File: src/rtl/mem_arbiter_pkg.sv
// Shared definitions for the I/D-cache main-memory arbiter: state encodings,
// grant identifiers and the default block address/data widths.
package mem_arbiter_pkg;

    localparam int ADDR_W_DEF  = 28;
    localparam int BLOCK_W_DEF = 128;

    typedef enum logic [2:0] {
        ARB_IDLE    = 3'd0,
        ARB_SERVE_I = 3'd1,
        ARB_SERVE_D = 3'd2,
        ARB_RESP_I  = 3'd3,
        ARB_RESP_D  = 3'd4
    } arb_state_t;

    localparam logic GRANT_I = 1'b0;
    localparam logic GRANT_D = 1'b1;

endpackage

File: src/rtl/mem_arbiter_rr_select.sv
// Two-way round-robin picker: on a conflict the client that did not win last
// time is chosen; a lone requester always wins.
module rr_select
    import mem_arbiter_pkg::*;
(
    input  logic req_i,
    input  logic req_d,
    input  logic last_grant,
    output logic grant,
    output logic valid
);

    always_comb begin
        valid = req_i | req_d;
        if (req_i && req_d) begin
            grant = ~last_grant;
        end else if (req_d) begin
            grant = GRANT_D;
        end else begin
            grant = GRANT_I;
        end
    end

endmodule

File: src/rtl/mem_arbiter.sv
// Serialises I-cache block reads and D-cache block reads/write-backs onto the
// single main-memory port, returning per-client busywait stalls.
module mem_arbiter
    import mem_arbiter_pkg::*;
#(
    parameter int ADDR_W  = ADDR_W_DEF,
    parameter int BLOCK_W = BLOCK_W_DEF
) (
    input  logic               CLK,
    input  logic               RESET,
    input  logic               I_READ,
    input  logic [ADDR_W-1:0]  I_ADDRESS,
    output logic [BLOCK_W-1:0] I_READDATA,
    output logic               I_BUSYWAIT,
    input  logic               D_READ,
    input  logic               D_WRITE,
    input  logic [ADDR_W-1:0]  D_ADDRESS,
    input  logic [BLOCK_W-1:0] D_WRITEDATA,
    output logic [BLOCK_W-1:0] D_READDATA,
    output logic               D_BUSYWAIT,
    output logic               MEM_READ,
    output logic               MEM_WRITE,
    output logic [ADDR_W-1:0]  MEM_ADDRESS,
    output logic [BLOCK_W-1:0] MEM_WRITEDATA,
    input  logic [BLOCK_W-1:0] MEM_READDATA,
    input  logic               MEM_BUSYWAIT
);

    arb_state_t         state_q, state_d;
    logic               last_grant_q, last_grant_d;
    logic               started_q, started_d;
    logic [ADDR_W-1:0]  addr_q, addr_d;
    logic [BLOCK_W-1:0] wdata_q, wdata_d;
    logic               write_q, write_d;
    logic [BLOCK_W-1:0] i_rdata_q, i_rdata_d;
    logic [BLOCK_W-1:0] d_rdata_q, d_rdata_d;

    logic sel_grant;
    logic sel_valid;

    rr_select u_rr_select (
        .req_i      (I_READ),
        .req_d      (D_READ | D_WRITE),
        .last_grant (last_grant_q),
        .grant      (sel_grant),
        .valid      (sel_valid)
    );

    always_comb begin
        state_d      = state_q;
        last_grant_d = last_grant_q;
        started_d    = started_q;
        addr_d       = addr_q;
        wdata_d      = wdata_q;
        write_d      = write_q;
        i_rdata_d    = i_rdata_q;
        d_rdata_d    = d_rdata_q;

        case (state_q)
            ARB_SERVE_I, ARB_SERVE_D: begin
                // Memory must first show busy, then drop it, before the access counts as done.
                if (!started_q) begin
                    started_d = MEM_BUSYWAIT;
                end else if (!MEM_BUSYWAIT) begin
                    started_d = 1'b0;
                    if (state_q == ARB_SERVE_I) begin
                        i_rdata_d = MEM_READDATA;
                        state_d   = ARB_RESP_I;
                    end else begin
                        if (!write_q) d_rdata_d = MEM_READDATA;
                        state_d = ARB_RESP_D;
                    end
                end
            end
            default: begin
                // IDLE and both RESP states arbitrate, so a pending client is granted with no idle gap.
                state_d = ARB_IDLE;
                if (sel_valid) begin
                    last_grant_d = sel_grant;
                    if (sel_grant == GRANT_D) begin
                        state_d = ARB_SERVE_D;
                        addr_d  = D_ADDRESS;
                        wdata_d = D_WRITEDATA;
                        write_d = D_WRITE;
                    end else begin
                        state_d = ARB_SERVE_I;
                        addr_d  = I_ADDRESS;
                        write_d = 1'b0;
                    end
                end
            end
        endcase
    end

    always_ff @(posedge CLK or posedge RESET) begin
        if (RESET) begin
            state_q      <= ARB_IDLE;
            last_grant_q <= GRANT_I;
            started_q    <= 1'b0;
            addr_q       <= '0;
            wdata_q      <= '0;
            write_q      <= 1'b0;
            i_rdata_q    <= '0;
            d_rdata_q    <= '0;
        end else begin
            state_q      <= state_d;
            last_grant_q <= last_grant_d;
            started_q    <= started_d;
            addr_q       <= addr_d;
            wdata_q      <= wdata_d;
            write_q      <= write_d;
            i_rdata_q    <= i_rdata_d;
            d_rdata_q    <= d_rdata_d;
        end
    end

    always_comb begin
        MEM_READ      = (state_q == ARB_SERVE_I) || ((state_q == ARB_SERVE_D) && !write_q);
        MEM_WRITE     = (state_q == ARB_SERVE_D) && write_q;
        MEM_ADDRESS   = addr_q;
        MEM_WRITEDATA = wdata_q;
        I_READDATA    = i_rdata_q;
        D_READDATA    = d_rdata_q;
        I_BUSYWAIT    = !RESET && I_READ && (state_q != ARB_RESP_I);
        D_BUSYWAIT    = !RESET && (D_READ || D_WRITE) && (state_q != ARB_RESP_D);
    end

endmodule

File: config.mk
export PLATFORM = sky130hd
export DESIGN_NAME = mem_arbiter
export DESIGN_NICKNAME = d
export VERILOG_FILES = /design/src/rtl/mem_arbiter_pkg.sv /design/src/rtl/mem_arbiter_rr_select.sv /design/src/rtl/mem_arbiter.sv
export SDC_FILE = /design/constraint.sdc
export NUM_CORES = 1
export LEC_CHECK = 0
export CAP_MARGIN = 0
export CORE_AREA = 2 2 290 292
export DETAILED_ROUTE_END_ITERATION = 6
export DIE_AREA = 0 0 292 294
export DONT_BUFFER_PORTS = 1
export GPL_TIMING_DRIVEN = 0
export SETUP_SLACK_MARGIN = 0.02
export SKIP_CTS_REPAIR_TIMING = 1
export SLEW_MARGIN = 20
export SYNTH_ARGS = -nofsm -noshare
export SYNTH_HDL_FRONTEND = slang
export SYNTH_SLANG_ARGS = --single-unit
File: constraint.sdc
create_clock -name CLK -period 36 [get_ports CLK]
set_input_delay 1.8 -clock CLK [delete_from_list [all_inputs] [get_ports CLK]]
set_output_delay 1.8 -clock CLK [all_outputs]
set_load 0.01 [all_outputs]
==> results of run 1 <==
-- sequential cells by signal (all words and copies together), names as in the netlist --
signal	cells
D_READDATA	128
I_READDATA	128
MEM_ADDRESS	28
MEM_WRITEDATA	128
last_grant_q	1
started_q	1
state_q	3
write_q	1
-- logic make-up (layout without fill, tap and decap cells) --
kind of cell / count (synthesis) / in the layout / synth area share
other cells: 0 / 3 / 0
flops: 418 / 418 / 0.649
buf+inv: 58 / 145 / 0.0234
compound gates: 37 / 37 / 0.0217
xor+xnor: 1 / 1 / 0.00101
mux: 384 / 384 / 0.287
simple gates: 53 / 53 / 0.0182
-- stage by stage --
step	setup WS [ns]	instance area, sq um	instances	power [uW]
after CTS	31.53	19200	2118	2010
after floorplan	22.57	16100	951	1330
after detailed placement	31.54	17600	2035	1500
after global routing	31.54	19200	2118	2080
final	31.49	19200	2121	1990
after global placement	19.15	17500	2031	1470
-- power breakdown --
group,switching (uW),internal (uW)
registers,293,696
clock network,191,307
logic,197,304
-- worst max path at each step --
stage,cells after the start,startpoint,slack [ns],end
after global placement,1,RESET,19.15,D_READDATA[30]
after floorplan,1,RESET,22.57,D_READDATA[0]
after detailed placement,2,I_READ,31.54,I_BUSYWAIT
after CTS,2,I_READ,31.53,I_BUSYWAIT
final,2,I_READ,31.49,I_BUSYWAIT
after global routing,2,I_READ,31.54,I_BUSYWAIT
-- per-layer routing --
| layer | track usage | vias to the layer above | share of wire |
|---|---|---|---|
| met5 | 0 | - | 0.00027 |
| met2 | 0.176 | 485 | 0.50 |
| li1 | - | 3498 | - |
| met4 | 0.0378 | 2 | 0.028 |
| met3 | 0.0403 | 96 | 0.10 |
| met1 | 0.119 | 4569 | 0.37 |
-- cells in the final DEF (no fill, tap or decap), types with 4 or more instances in the layout --
master	count
clkinv_2	5
dfrtp_1	418
mux2_4	80
clkbuf_1	12
nor2_1	7
clkbuf_16	47
clkbuf_8	16
bufinv_16	5
nor3_1	4
nand2_1	6
and2_1	29
buf_6	15
mux2_2	303
a221o_1	28
buf_16	4
buf_2	32
-- area by class of cell --
type,instances,area [sq um]
diodes,3,7.51
plain buffers,54,363
clock buffers,70,1420
clock inverters,13,200
fillers,8537,63700
inverters,4,22.5
multi-input cells,475,5280
flip-flops and latches,418,10500
well taps,1080,1350
repair buffers,4,110
==> summary.txt, run 1 <==
Timing
  – Fin Hold WS: 0.484 ns
  – Worst-Margin Slew: 1.14 ns
  – Worst slew margin: 0.237
  – Min cycle time layout: 4.51 ns
  – Final setup vio count: 0
  – Final Hold Violating Endpoints: 0
  – Final period util: 0.125
  – Setup TNS: 0 ns
  – Max Clock Skew: 0.0186 ns
  – Fmax: 0.222 GHz
  – Slew Viols, Final: 0
  – Unrepaired setup endpoints after global routing: false

Floorplanning
  – I/O Pins: 734
  – Die width: 292 um
  – Die ar.: 85800 sq um
  – Rows: 106
  – Area of the core: 82900 sq um
  – Die span in y: 294 um
  – Starting Density: 0.194

Setup path
  – WS Path Type: input pin to output pin
  – Worst reg2reg path startpoint: state_q[0]
  – R2R Setup Slk: 33.43 ns
  – Crit end category: output pin
  – Reg2reg path depth: 7
  – CP Max Fanout: 3
  – Worst EP arrival: 2.71 ns
  – Startpoint Class: input pin
  – Crit-path cells: inv_1 -> a311oi_1
  – Critical Path RT: 34.20 ns
  – Top Family by Delay on Critical Path: compound AO/OA/AOI/OAI gates
  – Slowest cell delay on critical path: 0.86 ns
  – Reg2reg end: D_READDATA[19]
  – Crit-path slowest cell: a311oi_1
  – Buf/Inv on CP: 1

Logic synthesis
  – Netlist Area Pre-Place: 16100 sq um
  – Avg Cell Area, Syn: 17.0 sq um
  – Primary FF master, synth: dfrtp_1
  – Number of flops mapped to enable cells by yosys: 0
  – Post-synth cell types: 27
  – Largest area contributor in the netlist: dfrtp_1
  – Share of the synthesized area in the top cell type: 0.649
  – Synthesized netlist cell count: 951
  – Syn Nets: 1269
  – Top post-synthesis cells by count: dfrtp_1 (418), mux2_2 (303), mux2_4 (80), buf_2 (32), and2_1 (29)
  – FFs w/ async S/R, synth: 1.00
  – Synth Warn #: 0
  – Post-synthesis sequential area ratio: 0.649
  – Largest cells by area after synthesis: dfrtp_1 (65%), mux2_2 (21%), mux2_4 (7.5%), a221o_1 (1.7%), and2_1 (1.1%)
  – Cell with the most instances after synthesis: dfrtp_1
  – FF+latch count, synth: 418

Clock tree
  – Clk buf depth: 3
  – H-Tree Depth: 2
  – Worst-skew pair later-pin latency: 0.57 ns
  – Clock sinks: 418
  – CTS tree: done
  – Clk root buf: clkbuf_16
  – Clock-pin slew on the worst setup and hold paths: 0.05 ns
  – Num CTS Buffers: 46

Worst hold path
  – Worst hold path class: flop to flop
  – Hold Startpoint: started_q
  – Hold endpoint: started_q
  – Hold Path Cell Cnt: 2

Drt
  – DR vias: 8650
  – Post-route antenna net violation count: 0
  – DRC viols: 0
  – Detailed Route WL: 47.7 mm
  – Wire per inst: 22.5 um
  – First-pass DRT Iterations: 5
  – Post-DR vias/cell: 4.08
  – Iteration-0 DRC count of the detailed router: 317

Global route
  – First-pass GRT wire length: 67.0 mm
  – Vias in the first global route: 9512
  – Gr ovfl total: 0
  – Initial antenna violation count: 7
  – Maximum number of pins on one net before global-route repair: 108
  – Gr usage total: 0.104

Status
  – Status: complete, no violations

Power and ir drop
  – P per Cell Area: 103 nW/um^2
  – Maximum VDD drop: 0.0417 mV
  – Leak Pwr: 0.00843 uW

Place
  – Post-DP HPWL: 37.3 mm
  – Input/output buffers: 0
  – GP Congestion: 0.954

Layout
  – Nets: 1321
  – Final core occ: 0.232
  – Ratio of cells with drive above 1 in the final layout: 0.496
  – P&R area growth vs syn: 19.2%

Run
  – Maxcap violations: 0
No activity file was read; power rests on OpenSTA's default activity.
==> run 2: changes to the inputs <==
==> constraint.sdc (replaced) <==
create_clock -name CLK -period 4.4 [get_ports CLK]
set_input_delay 0.22 -clock CLK [delete_from_list [all_inputs] [get_ports CLK]]
set_output_delay 0.22 -clock CLK [all_outputs]
set_load 0.01 [all_outputs]
==> run 2 against run 1 <==
Effect of this change: critical path depth increased by 5; core utilization increased by 4.0 points; flip-flop and latch count unchanged.
==> summary.txt, run 2 (synthesis results as in run 1) <==
Status
  – Status: complete, no violations (unchanged)

Place
  – Input/output buffers: 0 (unchanged)
  – Dpl cells: 2043 (was 2035)
  – Post-DP HPWL: 37.7 mm (was 37.3 mm)
  – GP Congestion: 0.966 (was 0.954)

Layout
  – Storage cell area: 10500 sq um (unchanged)
  – P&R area growth vs syn: 39.8% (was 19.2%)
  – Nets: 1645 (was 1321)
  – Ratio of cells with drive above 1 in the final layout: 0.384 (was 0.496)
  – Finished Layout Cells: 2453 (was 2121)
  – Most common cell after layout, fill and taps aside: dfrtp_1 (unchanged)
  – Filler cells: 8187 (was 8537)
  – Most frequent cells in the layout: dfrtp_1 (418), dlygate4sd3_1 (316), mux2_2 (303) (was dfrtp_1 (418), mux2_2 (303), mux2_4 (80))
  – Multi-input logic area: 5280 sq um (unchanged)

Setup path
  – Top Family by Delay on Critical Path: buffers and inverters (was compound AO/OA/AOI/OAI gates)
  – Worst EP arrival: 3.06 ns (was 2.71 ns)
  – Crit-path cells: buf_4 -> xor2_2 -> a22o_1 -> clkbuf_1 -> and2_1 -> a221o_1 -> dlygate4sd3_1 (was inv_1 -> a311oi_1)
  – R2R Setup Slk: 1.77 ns (was 33.43 ns)
  – Crit end category: flop (was output pin)
  – Worst Setup SP: state_q[1] (was I_READ)
  – Cell count along the critical path: 7 (was 2)
  – Buf/Inv on CP: 3 (was 1)
  – Crit-path slowest cell: dlygate4sd3_1 (was a311oi_1)
  – Reg2reg end: MEM_ADDRESS[3] (was D_READDATA[19])
  – Worst reg2reg path startpoint: state_q[1] (was state_q[0])
  – Startpoint Class: flop (was input pin)
  – CP Max Fanout: 11 (was 3)
  – Slowest cell delay on critical path: 0.58 ns (was 0.86 ns)
  – Crit path capture: MEM_ADDRESS[3] (was I_BUSYWAIT)
  – WS Path Type: flop to flop (was input pin to output pin)
  – Reg2reg path depth: 7 (unchanged)
  – Critical Path RT: 4.83 ns (was 34.20 ns)

Drt
  – DRC viols: 0 (unchanged)
  – Detailed Route WL: 52.2 mm (was 47.7 mm)
  – Post-route antenna net violation count: 0 (unchanged)
  – Iteration-0 DRC count of the detailed router: 425 (was 317)
  – DR vias: 10000 (was 8650)
  – First-pass DRT Iterations: 4 (was 5)
  – Wire per inst: 21.3 um (was 22.5 um)
  – Post-DR vias/cell: 4.08 (about the same)

Timing
  – Fin Hold WS: 0.0465 ns (was 0.484 ns)
  – Worst-Margin Slew: 0.926 ns (was 1.14 ns)
  – Unrepaired setup endpoints after global routing: false (unchanged)
  – Max Clock Skew: 0.0250 ns (was 0.0186 ns)
  – Min cycle time layout: 2.63 ns
  – Fmax: 0.380 GHz
  – Final Hold Violating Endpoints: 0 (unchanged)
  – Slew Viols, Final: 0 (unchanged)
  – Final period util: 0.598
  – Worst slew margin: 0.378 (was 0.237)
  – Final setup vio count: 0 (unchanged)

Worst hold path
  – Worst hold path class: input pin to flop (was flop to flop)

Floorplanning
  – Starting Density: 0.194 (unchanged)
  – Area of the core: 82900 sq um (unchanged)
  – Rows: 106 (unchanged)
  – Die span in y: 294 um (unchanged)
  – I/O Pins: 734 (unchanged)
  – Die ar.: 85800 sq um (unchanged)
  – Die width: 292 um (unchanged)

Power and ir drop
  – P per Cell Area: 755 nW/um^2 (was 103 nW/um^2)
  – Leak Pwr: 0.00984 uW (was 0.00843 uW)
  – Maximum VDD drop: 0.370 mV (was 0.0417 mV)
  – Design Power: 17000 uW (was 1990 uW)

Clock tree
  – Clk buf depth: 3 (unchanged)
  – H-Tree Depth: 2 (unchanged)
  – Worst-skew pair later-pin latency: 0.57 ns (about the same)
  – Clock sinks: 418 (unchanged)
  – Num CTS Buffers: 46 (unchanged)
  – CTS tree: done (unchanged)
  – Clk root buf: clkbuf_16 (unchanged)
  – Clock-pin slew on the worst setup and hold paths: 0.05 ns (about the same)

Global route
  – Gr usage total: 0.105 (was 0.104)
  – Maximum number of pins on one net before global-route repair: 39 (was 108)
  – Initial antenna violation count: 8 (was 7)
  – First-pass GRT wire length: 67.4 mm (was 67.0 mm)
  – Vias in the first global route: 9453 (was 9512)
  – Gr ovfl total: 0 (unchanged)

Run
  – Maxcap violations: 0 (unchanged)
==> run 2: through the flow <==
step | setup slack [ns] | TNS [ns] | cell area [sq um] | utilization
finish | 1.77 | 0 | 22500 | 0.272
global route | 1.61 | 0 | 22500 | 0.272
CTS | 1.63 | 0 | 19400 | 0.233
detailed placement | 1.65 | 0 | 17700 | 0.214
global placement | -3.22 | -1310.19 | 17500 | 0.211
floorplan | -1.46 | -609.25 | 16100 | -
==> run 2: worst min path at each step <==
| stage | from | slack, ns | cells past startpoint | endpoint |
|---|---|---|---|---|
| final | D_READ | 0.05 | 3 | state_q[1] |
| after floorplan | MEM_BUSYWAIT | 0.33 | 2 | started_q |
| after global placement | D_WRITEDATA[49] | 0.36 | 1 | MEM_WRITEDATA[49] |
| after global routing | D_READ | 0.04 | 3 | state_q[1] |
| after CTS | RESET | -0.40 | 1 | started_q |
| after detailed placement | RESET | 0.23 | 1 | MEM_ADDRESS[8] |
==> run 2: cell type report <==
class                      instances  area share
antenna                            9    0.000999
buffer                            54      0.0161
clock buffer                      67      0.0608
clock inverter                    18      0.0114
inverter                           4    0.000833
multi-input combinational        475       0.234
sequential                       418       0.464
tap                             1080      0.0600
timing repair buffer             328       0.151
==> run 2: per-layer routing <==
layer	track usage	routed length (um)	share of wire	vias up
met5	0	12	0.00023	-
met1	0.117	18900	0.36	5216
met2	0.178	27100	0.52	517
met3	0.0440	4680	0.090	107
met4	0.0419	1530	0.029	2
li1	-	-	-	4169
==> run 2: worst register-to-register path: stages (launching register included) <==
cell           delay, ns
dfrtp_1             0.35
buf_4               0.17
xor2_2              0.18
a22o_1              0.21
clkbuf_1            0.39
and2_1              0.35
a221o_1             0.27
dlygate4sd3_1       0.58
==> run 2: report_power, final <==
part	switching (uW)	internal [uW]	total, uW	leakage [uW]
combinational	1800	2930	4730	0.00391
sequential	2470	5690	8160	0.00512
clock	1590	2520	4110	0.000805
==> run 3: changes to the inputs <==
==> constraint.sdc (replaced) <==
create_clock -name CLK -period 2.6 [get_ports CLK]
set_input_delay 0.13 -clock CLK [delete_from_list [all_inputs] [get_ports CLK]]
set_output_delay 0.13 -clock CLK [all_outputs]
set_load 0.01 [all_outputs]
==> run 3 against run 2 <==
Effect of this change: core utilization about the same; count of clock-buffer cells in the layout unchanged; largest cell class unchanged; combinational power increased by 67%; cell count increased by 0.12%; global-route usage unchanged.
==> summary.txt, run 3 (synthesis results as in run 1) <==
Global route
  – Maximum number of pins on one net before global-route repair: 39 (unchanged)
  – Vias in the first global route: 9453 (unchanged)
  – First-pass GRT wire length: 67.4 mm (unchanged)
  – Gr usage total: 0.105 (unchanged)
  – Gr ovfl total: 0 (unchanged)
  – Initial antenna violation count: 11 (was 8)

Layout
  – Most common cell after layout, fill and taps aside: dfrtp_1 (unchanged)
  – Final core occ: 0.272 (about the same)
  – Nets: 1646 (was 1645)
  – Most frequent cells in the layout: dfrtp_1 (418), dlygate4sd3_1 (317), mux2_2 (303) (was dfrtp_1 (418), dlygate4sd3_1 (316), mux2_2 (303))
  – Ratio of cells with drive above 1 in the final layout: 0.385 (was 0.384)
  – P&R area growth vs syn: 40.0% (was 39.8%)
  – Finished Layout Cells: 2456 (was 2453)

Setup path
  – Crit path capture: MEM_ADDRESS[11] (was MEM_ADDRESS[3])
  – Buf/Inv on CP: 3 (unchanged)
  – Crit-path slowest cell: clkbuf_1 (was dlygate4sd3_1)
  – CP Max Fanout: 10 (was 11)
  – Top Family by Delay on Critical Path: buffers and inverters (unchanged)
  – Crit end category: flop (unchanged)
  – Reg2reg path depth: 7 (unchanged)
  – Crit-path cells: buf_4 -> nand2b_1 -> a21oi_1 -> nor3_1 -> clkbuf_1 -> a221o_1 -> dlygate4sd3_1 (was buf_4 -> xor2_2 -> a22o_1 -> clkbuf_1 -> and2_1 -> a221o_1 -> dlygate4sd3_1)
  – Cell count along the critical path: 7 (unchanged)
  – Worst reg2reg path startpoint: state_q[0] (was state_q[1])
  – Critical Path RT: 3.11 ns (was 4.83 ns)
  – Worst Setup SP: state_q[0] (was state_q[1])
  – R2R Setup Slk: 0.08 ns (was 1.77 ns)
  – Slowest cell delay on critical path: 0.61 ns (was 0.58 ns)
  – Startpoint Class: flop (unchanged)
  – Reg2reg end: MEM_ADDRESS[11] (was MEM_ADDRESS[3])
  – WS Path Type: flop to flop (unchanged)
  – Worst EP arrival: 3.02 ns (was 3.06 ns)

Place
  – GP Congestion: 0.966 (unchanged)
  – Input/output buffers: 0 (unchanged)
  – Dpl cells: 2043 (unchanged)
  – Setup WS pre-CTS: -0.151 ns (was 1.65 ns)
  – Post-DP HPWL: 37.7 mm (unchanged)

Power and ir drop
  – Switching share of power: 0.346 (was 0.345)
  – Clk pwr share: 0.243 (was 0.242)
  – Maximum VDD drop: 0.717 mV (was 0.370 mV)
  – Sequential cell fraction of total power: 0.482 (was 0.480)
  – Design Power: 28700 uW (was 17000 uW)
  – P per Cell Area: 1270 nW/um^2 (was 755 nW/um^2)
  – Leak Pwr: 0.00984 uW (about the same)
  – NetSw: 9920 uW (was 5860 uW)
  – Int Pwr: 18700 uW (was 11100 uW)
  – Comb power frac: 0.275 (was 0.278)

Drt
  – DR vias: 9976 (was 10000)
  – WL met1: 18.8 mm (was 18.9 mm)
  – Post-DR vias/cell: 4.06 (was 4.08)
  – First-pass DRT Iterations: 4 (unchanged)
  – DRC viols: 0 (unchanged)
  – Detailed Route WL: 52.0 mm (was 52.2 mm)
  – Post-route antenna net violation count: 0 (unchanged)
  – DR WL met3: 4.75 mm (was 4.68 mm)
  – DR top layer: met5 (unchanged)
  – Wire per inst: 21.2 um (was 21.3 um)
  – Metal2 WL: 27.0 mm (was 27.1 mm)
  – Iteration-0 DRC count of the detailed router: 411 (was 425)

Timing
  – Setup TNS: 0 ns (unchanged)
  – Unrepaired setup endpoints after global routing: false (unchanged)
  – Final WS setup: 0.0835 ns (was 1.77 ns)
  – Final setup vio count: 0 (unchanged)
  – Max Clock Skew: 0.0232 ns (was 0.0250 ns)
  – Final period util: 0.968 (was 0.598)
  – Worst slew margin: 0.358 (was 0.378)
  – Worst-Margin Slew: 0.956 ns (was 0.926 ns)
  – Min cycle time layout: 2.52 ns (was 2.63 ns)
  – Final Hold Violating Endpoints: 0 (unchanged)
  – Fmax: 0.397 GHz (was 0.380 GHz)
  – Slew Viols, Final: 0 (unchanged)

Worst hold path
  – Worst hold path class: input pin to flop (unchanged)
  – Hold Path Cell Cnt: 4 (was 3)

Clock tree
  – Num CTS Buffers: 46 (unchanged)
  – H-Tree Depth: 2 (unchanged)
  – CTS tree: done (unchanged)
  – Clock-pin slew on the worst setup and hold paths: 0.06 ns (was 0.05 ns)
  – Clk buf depth: 3 (unchanged)
  – Clock sinks: 418 (unchanged)
  – Clk root buf: clkbuf_16 (unchanged)
  – Worst-skew pair later-pin latency: 0.57 ns (about the same)

Floorplanning
  – Die ar.: 85800 sq um (unchanged)
  – Die width: 292 um (unchanged)
  – Area of the core: 82900 sq um (unchanged)
  – I/O Pins: 734 (unchanged)
  – Rows: 106 (unchanged)
  – Die span in y: 294 um (unchanged)
  – Starting Density: 0.194 (unchanged)

Status
  – Status: complete, no violations (unchanged)

Run
  – Maxcap violations: 0 (unchanged)
-- run 3: cell count changes in the layout (fill, tap and decap cells not counted) --
cell           before  now
buf_2              32   30
clkbuf_1           13   12
clkbuf_2            0    1
clkbuf_4            0    2
diode_2             9   11
dlygate4sd3_1     316  317
nor2_1              7    6
nor2_2              0    1
-- run 3: worst min-delay path: stages --
cell       delay (ns)
a2bb2oi_1        0.14
o22a_1           0.18
nor2_1           0.08
nor3_1           0.06
-- run 3: worst min path at each step --
stage                         start                end  slack (ns)
floorplan              MEM_BUSYWAIT          started_q        0.24
global placement    D_WRITEDATA[49]  MEM_WRITEDATA[49]        0.27
detailed placement            RESET     MEM_ADDRESS[8]        0.14
CTS                           RESET          started_q       -0.49
global route                 D_READ         state_q[1]        0.10
finish                       D_READ         state_q[1]        0.07
-- run 3: layout make-up --
class                      instances  area [sq um]
fill                            8176         60300
sequential                       418         10500
multi-input combinational        475          5290
timing repair buffer             329          3420
clock buffer                      67          1370
tap                             1080          1350
buffer                            54           369
clock inverter                    18           258
antenna                           11          27.5
inverter                           4          18.8
-- run 3: power by group through the flow --
stage	sequential [uW]	clock, uW	combinational, uW
final	13800	6960	7880
after CTS	13800	7130	6960
after global routing	14100	7400	8400
after global placement	13800	0	6580
after floorplan	12600	0	5760
after detailed placement	13800	0	6920
-- run 3: routing by layer --
| metal | vias to the layer above | GRT usage |
|---|---|---|
| li1 | 4184 | - |
| met1 | 5190 | 0.117 |
| met2 | 498 | 0.178 |
| met3 | 102 | 0.0440 |
| met4 | 2 | 0.0419 |
| met5 | - | 0 |
-- run 3: metrics by stage --
step	area, sq um	hold WS [ns]
after floorplan	16100	0.235
after global placement	17500	0.270
after detailed placement	17700	0.141
after CTS	19400	-0.492
after global routing	22600	0.104
final	22600	0.0656
